File: src/rtl/multi_sender_pkg.sv
// Shared types for the multi_sender digit transmitter: FSM state encoding
// and the chunk-count helper used to split a digit across the output lanes.
package multi_sender_pkg;

  typedef enum logic [2:0] {
    IDLE,
    LOAD,
    STROBE,
    GAP,
    FINISH,
    RELEASE
  } state_t;

  // Number of LANES-wide chunks needed to carry one digit.
  function automatic int chunks(input int digit_w, input int lanes);
    return (digit_w + lanes - 1) / lanes;
  endfunction

endpackage

File: src/rtl/multi_sender_if.sv
// Push-side handshake plus the strobed lane outputs of multi_sender.
// The slave modport is the transmitter's view; master is the driver's view.
interface multi_sender_if #(
  parameter int DIGIT_W = 4,
  parameter int LANES   = 3,
  parameter int DEPTH   = 8
);
  localparam int CNT_W = $clog2(DEPTH + 1);

  logic               push_valid;
  logic [DIGIT_W-1:0] push_digit;
  logic               push_ready;
  logic               enabled;
  logic [LANES-1:0]   out;
  logic               controlOut;
  logic               active;
  logic               done;
  logic [CNT_W-1:0]   count;

  modport master (
    output push_valid, push_digit, enabled,
    input  push_ready, out, controlOut, active, done, count
  );

  modport slave (
    input  push_valid, push_digit, enabled,
    output push_ready, out, controlOut, active, done, count
  );

endinterface

File: src/rtl/multi_sender_digit_fifo.sv
// Circular digit FIFO with occupancy counter. Pushes while full are dropped;
// fullness is judged before any same-cycle pop.
module digit_fifo #(
  parameter int W     = 4,
  parameter int DEPTH = 8,
  localparam int CNT_W = $clog2(DEPTH + 1)
) (
  input  logic             hwclk,
  input  logic             rst,
  input  logic             push,
  input  logic [W-1:0]     push_data,
  input  logic             pop,
  output logic [W-1:0]     head,
  output logic             full,
  output logic             empty,
  output logic [CNT_W-1:0] count
);
  localparam int PTR_W = $clog2(DEPTH);

  logic [W-1:0]     mem [DEPTH];
  logic [PTR_W-1:0] wr_ptr_reg;
  logic [PTR_W-1:0] rd_ptr_reg;
  logic [CNT_W-1:0] count_reg;
  logic             wr_en;
  logic             rd_en;

  assign full  = (count_reg == CNT_W'(DEPTH));
  assign empty = (count_reg == '0);
  assign wr_en = push && !full;
  assign rd_en = pop && !empty;
  assign head  = mem[rd_ptr_reg];
  assign count = count_reg;

  always_ff @(posedge hwclk) begin
    if (wr_en) begin
      mem[wr_ptr_reg] <= push_data;
    end
  end

  // DEPTH is a power of two, so the pointers wrap by overflow.
  always_ff @(posedge hwclk or posedge rst) begin
    if (rst) begin
      wr_ptr_reg <= '0;
      rd_ptr_reg <= '0;
      count_reg  <= '0;
    end else begin
      if (wr_en) wr_ptr_reg <= wr_ptr_reg + PTR_W'(1);
      if (rd_en) rd_ptr_reg <= rd_ptr_reg + PTR_W'(1);
      case ({wr_en, rd_en})
        2'b10:   count_reg <= count_reg + CNT_W'(1);
        2'b01:   count_reg <= count_reg - CNT_W'(1);
        default: count_reg <= count_reg;
      endcase
    end
  end

endmodule

File: src/rtl/multi_sender.sv
// Queues digits and, while enabled, sends each one as strobed LANES-wide
// chunks (LSB first) followed by a single done pulse per frame.
module multi_sender
  import multi_sender_pkg::*;
#(
  parameter int DIGIT_W = 4,
  parameter int LANES   = 3,
  parameter int DEPTH   = 8,
  parameter int HOLD    = 2
) (
  input logic           hwclk,
  input logic           rst,
  multi_sender_if.slave bus
);
  localparam int CHUNKS  = chunks(DIGIT_W, LANES);
  localparam int PAD_W   = CHUNKS * LANES;
  localparam int CNT_W   = $clog2(DEPTH + 1);
  localparam int HOLD_W  = $clog2(HOLD) + 1;
  localparam int CHUNK_W = $clog2(CHUNKS) + 1;

  state_t             state_reg,  state_next;
  logic [HOLD_W-1:0]  timer_reg,  timer_next;
  logic [CHUNK_W-1:0] chunk_reg,  chunk_next;
  logic [PAD_W-1:0]   shift_reg,  shift_next;

  logic               pop;
  logic [DIGIT_W-1:0] head;
  logic               full;
  logic               empty;
  logic [CNT_W-1:0]   fifo_count;
  logic               phase_end;

  digit_fifo #(
    .W     (DIGIT_W),
    .DEPTH (DEPTH)
  ) u_fifo (
    .hwclk     (hwclk),
    .rst       (rst),
    .push      (bus.push_valid),
    .push_data (bus.push_digit),
    .pop       (pop),
    .head      (head),
    .full      (full),
    .empty     (empty),
    .count     (fifo_count)
  );

  always_ff @(posedge hwclk or posedge rst) begin
    if (rst) begin
      state_reg <= IDLE;
      timer_reg <= '0;
      chunk_reg <= '0;
      shift_reg <= '0;
    end else begin
      state_reg <= state_next;
      timer_reg <= timer_next;
      chunk_reg <= chunk_next;
      shift_reg <= shift_next;
    end
  end

  assign phase_end = (timer_reg == HOLD_W'(HOLD - 1));

  always_comb begin
    state_next = state_reg;
    timer_next = timer_reg;
    chunk_next = chunk_reg;
    shift_next = shift_reg;
    pop        = 1'b0;
    case (state_reg)
      IDLE: begin
        if (bus.enabled) begin
          timer_next = '0;
          state_next = empty ? FINISH : LOAD;
        end
      end
      LOAD: begin
        pop        = 1'b1;
        shift_next = PAD_W'(head);
        chunk_next = '0;
        timer_next = '0;
        state_next = STROBE;
      end
      STROBE: begin
        if (phase_end) begin
          timer_next = '0;
          state_next = GAP;
        end else begin
          timer_next = timer_reg + HOLD_W'(1);
        end
      end
      GAP: begin
        if (phase_end) begin
          timer_next = '0;
          if (chunk_reg != CHUNK_W'(CHUNKS - 1)) begin
            chunk_next = chunk_reg + CHUNK_W'(1);
            shift_next = shift_reg >> LANES;
            state_next = STROBE;
          end else if (!empty) begin
            state_next = LOAD;
          end else begin
            state_next = FINISH;
          end
        end else begin
          timer_next = timer_reg + HOLD_W'(1);
        end
      end
      FINISH:  state_next = RELEASE;
      RELEASE: if (!bus.enabled) state_next = IDLE;
      default: state_next = IDLE;
    endcase
    // Dropping enabled mid-frame discards the popped digit; the queue stays.
    if (!bus.enabled && (state_reg == LOAD || state_reg == STROBE || state_reg == GAP)) begin
      state_next = IDLE;
    end
  end

  assign bus.out        = (state_reg == STROBE || state_reg == GAP) ? shift_reg[LANES-1:0] : '0;
  assign bus.controlOut = (state_reg == STROBE);
  assign bus.active     = (state_reg == LOAD) || (state_reg == STROBE) || (state_reg == GAP);
  assign bus.done       = (state_reg == FINISH);
  assign bus.push_ready = !full;
  assign bus.count      = fifo_count;

endmodule
File: src/flat_wrapper.sv
// flat-port wrapper written by rule: the top's interface ports become plain ports
module multi_sender_flat import multi_sender_pkg::*;
#(
  parameter int DIGIT_W = 4,
  parameter int LANES   = 3,
  parameter int DEPTH   = 8,
  parameter int HOLD    = 2
)
  (hwclk, rst, bus_push_valid, bus_push_digit, bus_enabled, bus_push_ready, bus_out, bus_controlOut, bus_active, bus_done, bus_count);
  multi_sender_if #(.DIGIT_W(DIGIT_W), .LANES(LANES), .DEPTH(DEPTH)) bus_i ();
  input logic hwclk;
  input logic rst;
  input wire logic [$bits(bus_i.push_valid)-1:0] bus_push_valid;
  input wire logic [$bits(bus_i.push_digit)-1:0] bus_push_digit;
  input wire logic [$bits(bus_i.enabled)-1:0] bus_enabled;
  output wire logic [$bits(bus_i.push_ready)-1:0] bus_push_ready;
  output wire logic [$bits(bus_i.out)-1:0] bus_out;
  output wire logic [$bits(bus_i.controlOut)-1:0] bus_controlOut;
  output wire logic [$bits(bus_i.active)-1:0] bus_active;
  output wire logic [$bits(bus_i.done)-1:0] bus_done;
  output wire logic [$bits(bus_i.count)-1:0] bus_count;
  assign bus_i.push_valid = bus_push_valid;
  assign bus_i.push_digit = bus_push_digit;
  assign bus_i.enabled = bus_enabled;
  assign bus_push_ready = bus_i.push_ready;
  assign bus_out = bus_i.out;
  assign bus_controlOut = bus_i.controlOut;
  assign bus_active = bus_i.active;
  assign bus_done = bus_i.done;
  assign bus_count = bus_i.count;
  multi_sender #(.DIGIT_W(DIGIT_W), .LANES(LANES), .DEPTH(DEPTH), .HOLD(HOLD)) u_core (.hwclk(hwclk), .rst(rst), .bus(bus_i));
endmodule
File: config.mk
export PLATFORM = sky130hd
export DESIGN_NAME = multi_sender_flat
export DESIGN_NICKNAME = d
export VERILOG_FILES = /design/src/rtl/multi_sender_pkg.sv /design/src/rtl/multi_sender_if.sv /design/src/rtl/multi_sender_digit_fifo.sv /design/src/rtl/multi_sender.sv /design/src/flat_wrapper.sv
export SDC_FILE = /design/constraint.sdc
export NUM_CORES = 1
export LEC_CHECK = 0
export ABC_AREA = 1
export CELL_PAD_IN_SITES_DETAIL_PLACEMENT = 1
export CELL_PAD_IN_SITES_GLOBAL_PLACEMENT = 2
export CORE_MARGIN = 5
export CORE_UTILIZATION = 41
export CTS_BUF_LIST = sky130_fd_sc_hd__clkbuf_2 sky130_fd_sc_hd__clkbuf_4 sky130_fd_sc_hd__clkbuf_8
export DETAILED_ROUTE_END_ITERATION = 6
export PLACE_DENSITY_LB_ADDON = 0.12
export RECOVER_POWER = 50
export REMOVE_ABC_BUFFERS = 1
export SLEW_MARGIN = 20
export SYNTH_ARGS = -nofsm -noshare
export SYNTH_HDL_FRONTEND = slang
export SYNTH_SLANG_ARGS = --single-unit
File: constraint.sdc
create_clock -name hwclk -period 3.84 [get_ports hwclk]
set_input_delay 0.384 -clock hwclk [delete_from_list [all_inputs] [get_ports hwclk]]
set_output_delay 0.384 -clock hwclk [all_outputs]
set_load 0.03 [all_outputs]
==> impl_results.md <==
* Worst path arrival time at 1.96 ns
* Max-slew headroom at 41.3%
* Vias after detailed routing at 1836
* Unrepaired setup endpoints after global routing: false
* CP Class: flip-flop to primary output
* Max incr delay on CP at 0.68 ns
* Antenna cells at 0
* Site Rows at 28
* Fmax at 0.427 GHz
* Post-synth top area share at 38.1%
* Final setup violation count at 0
* Vias/cell at 5.07
* Clock Skew at 0.0112 ns
* Initial core utilization at 42.4%
* Period utilization at 61.0%
* Unique masters post-synth at 29
* Hpwl dp at 4.21 mm
* First-pass GRT wire length at 9.77 mm
* DIE HEIGHT at 88.5 um
* Routability cong. at 0.796
* Max VDD drop at 366 uV
* Status: completed
* Register area share after synthesis at 58.9%
* Final Max Slew Viols at 0
* Area grow syn2layout at 14.0%
* Clock Pin Slew Worst Setup and Hold Paths at 0.10 ns
* Setup TNS at 0 ns
* CP max stage cell: clkdlybuf4s50_1
* Share of cells above drive strength 1 at 7.32%
* Die width at 88.5 um
* Setup repair bufs after CTS at 0
* Yosys warning count at 0
* DR pass1 iterations at 4
* Root Buffer: clkbuf_8
* P_leak at 1.20 nW
* Filler cells at 699
* Crit Path Max Fanout at 7
* Clock period minus worst slack at 2.34 ns
* Final hold vios at 0
* Kind of start point of the critical path: flip-flop
* Drt wl/cell at 15.9 um
* Core box area at 0.00596 mm2
* Port buffer count at 18
* CTS sink cnt at 53
* CTS tree: built
* Drt total wl at 5.76 mm
* Most used cell, CP: nor2_1
* CP endpoint kind: primary output
* Grt total ovfl at 0
* Nets at 300
* CTS Buf Count at 5
* Drc violations at 0
* DR iter-0 viols at 93
* H-tree depth at 2
* Hold Path Depth at 2
* Register bit count reported by yosys at 53
* Avg Inst Size Synth at 9.53 um2
* Least-Margin Pin Slew at 0.880 ns
* Hold buffers post-CTS at 0
* Design Area, Final at 0.00288 mm2
* Hold WC Path Type: flip-flop to flip-flop
* Cells along the critical path: nor2_1, inv_1, nor2_1, clkdlybuf4s50_1
* Area contributors post-synth: edfxtp_1 (38%), dfrtp_1 (21%), nand2_1 (8.5%), nor2_1 (6.2%), nand3_1 (4.0%)
* Core Util, Final at 48.3%
* Gr usage total at 16.5%
* Cell Area, Placed at 0.00278 mm2
* Initial antenna violation count at 0
* Post-Synthesis Cells at 265
* R2R cell count at 12
* Max FFs per register at 32
* Worst-Skew Late Latency at 0.32 ns
* Vias in the first global route at 1963
* Max-capacitance violation count at 0
* Worst EP required at 3.46 ns
* Power Density at 785 mW/mm2
* I/O Pins at 19
* ANT nets after route at 0
* Die area at 0.00783 mm2
* Setup slack, reg-to-reg at 1.56 ns
* Clock buffer depth at 2
* Pin count of the biggest net entering global routing at 22
* PostCTS Resize Cnt at 0
* Post-Synthesis Cell Area at 0.00252 mm2
* Dominant cell type by area after synthesis: edfxtp_1
==> cell usage in the layout, fill, tap and decap left out, drive strengths merged <==
master         instances
o211ai                 6
a31oi                  1
ha                     6
or2                    4
xnor2                  1
dfrtp                 21
o21ai                 22
xor2                   3
nand2                 59
a21o                   1
a21oi                  3
nor3                   1
clkdlybuf4s50         13
nand4                  3
dlygate4sd3            5
nor2                  44
clkinv                 1
o21bai                 1
edfxtp                32
clkbuf                 6
inv                   32
clkinvlp               1
nand3                 21
==> path summary, 6_finish.rpt <==
path / from / to
max in group asynchronous: rst / u_core.u_fifo.rd_ptr_reg[1]$_DFFE_PP0P_
max: u_core.state_reg[1]$_DFFE_PP0P_ / bus_done
min reg2reg: u_core.shift_reg[1]$_DFFE_PP0P_ / u_core.shift_reg[1]$_DFFE_PP0P_
min: u_core.shift_reg[1]$_DFFE_PP0P_ / u_core.shift_reg[1]$_DFFE_PP0P_
max reg2reg: u_core.state_reg[1]$_DFFE_PP0P_ / u_core.u_fifo.count[2]$_DFFE_PP0P_
min in group asynchronous: rst / u_core.u_fifo.wr_ptr_reg[1]$_DFFE_PP0P_
==> cell families (layout without fill, tap and decap cells) <==
| kind of cell | count (synthesis) | after routing | share of synthesized area, % |
|---|---|---|---|
| AOI/OAI and AO/OA | 34 | 34 | 8.03 |
| xor gates and xnor gates | 4 | 4 | 1.39 |
| adders and majority gates | 6 | 6 | 2.97 |
| buffers and inverters | 36 | 58 | 5.65 |
| DFF | 53 | 53 | 58.9 |
| and+or+nand+nor | 132 | 132 | 23.1 |
==> per-stage QoR <==
step                      worst slack [ns]  hold WS (ns)  power [W]  cells
after CTS                             1.51         0.495    0.00229    362
after floorplan                       1.46         0.361    0.00160    261
after global routing                  1.31         0.521    0.00246    362
after global placement                1.65         0.468    0.00191    354
final                                 1.50         0.494    0.00226    362
after detailed placement              1.57         0.471    0.00194    354
==> cell usage after synthesis (all sizes together) <==
| library cell | instances |
|---|---|
| o21bai | 1 |
| nand2 | 59 |
| ha | 6 |
| a31oi | 1 |
| edfxtp | 32 |
| a21oi | 3 |
| o21ai | 22 |
| inv | 31 |
| nor3 | 1 |
| a21o | 1 |
| dfrtp | 21 |
| o211ai | 6 |
| nor2 | 44 |
| clkinv | 1 |
| or2 | 4 |
| xor2 | 3 |
| nand3 | 21 |
| xnor2 | 1 |
| buf | 4 |
| nand4 | 3 |
==> final cells by class <==
cell class              count  area, um2  area share (%)
clock inverters             2       16.3           0.565
multi-input cells         176        896            31.1
repair buffers             18        180            6.26
well taps                  75       93.8            3.26
inverters                  32        123            4.26
clock buffers               6       82.6            2.87
flip-flops and latches     53       1490            51.7
==> worst max-delay path: cells and delay by family, from the launching register on <==
kind | cells | cell delay (ns)
buf+inv | 2 | 0.82
flops | 1 | 0.49
simple gates | 2 | 0.33
==> power by group <==
part	leakage (nW)	switching (W)	internal (W)	total [W]
combinational	0.600	0.000632	0.000353	0.000985
clock	0.0478	0.000198	0.000149	0.000347
sequential	0.553	0.000171	0.000755	0.000927
total	1.20	0.00100	0.00126	0.00226
==> per-layer routing <==
metal | share of wire [%] | wire length, um | vias to the layer above | track usage [%]
li1 | - | - | 914 | -
met1 | 47 | 2730 | 895 | 22.0
met2 | 48 | 2780 | 19 | 27.1
met3 | 2.7 | 154 | 8 | 3.45
met4 | 1.6 | 92 | 0 | 5.36
met5 | 0 | 0 | - | 0
(Power assumes the default switching activity.)
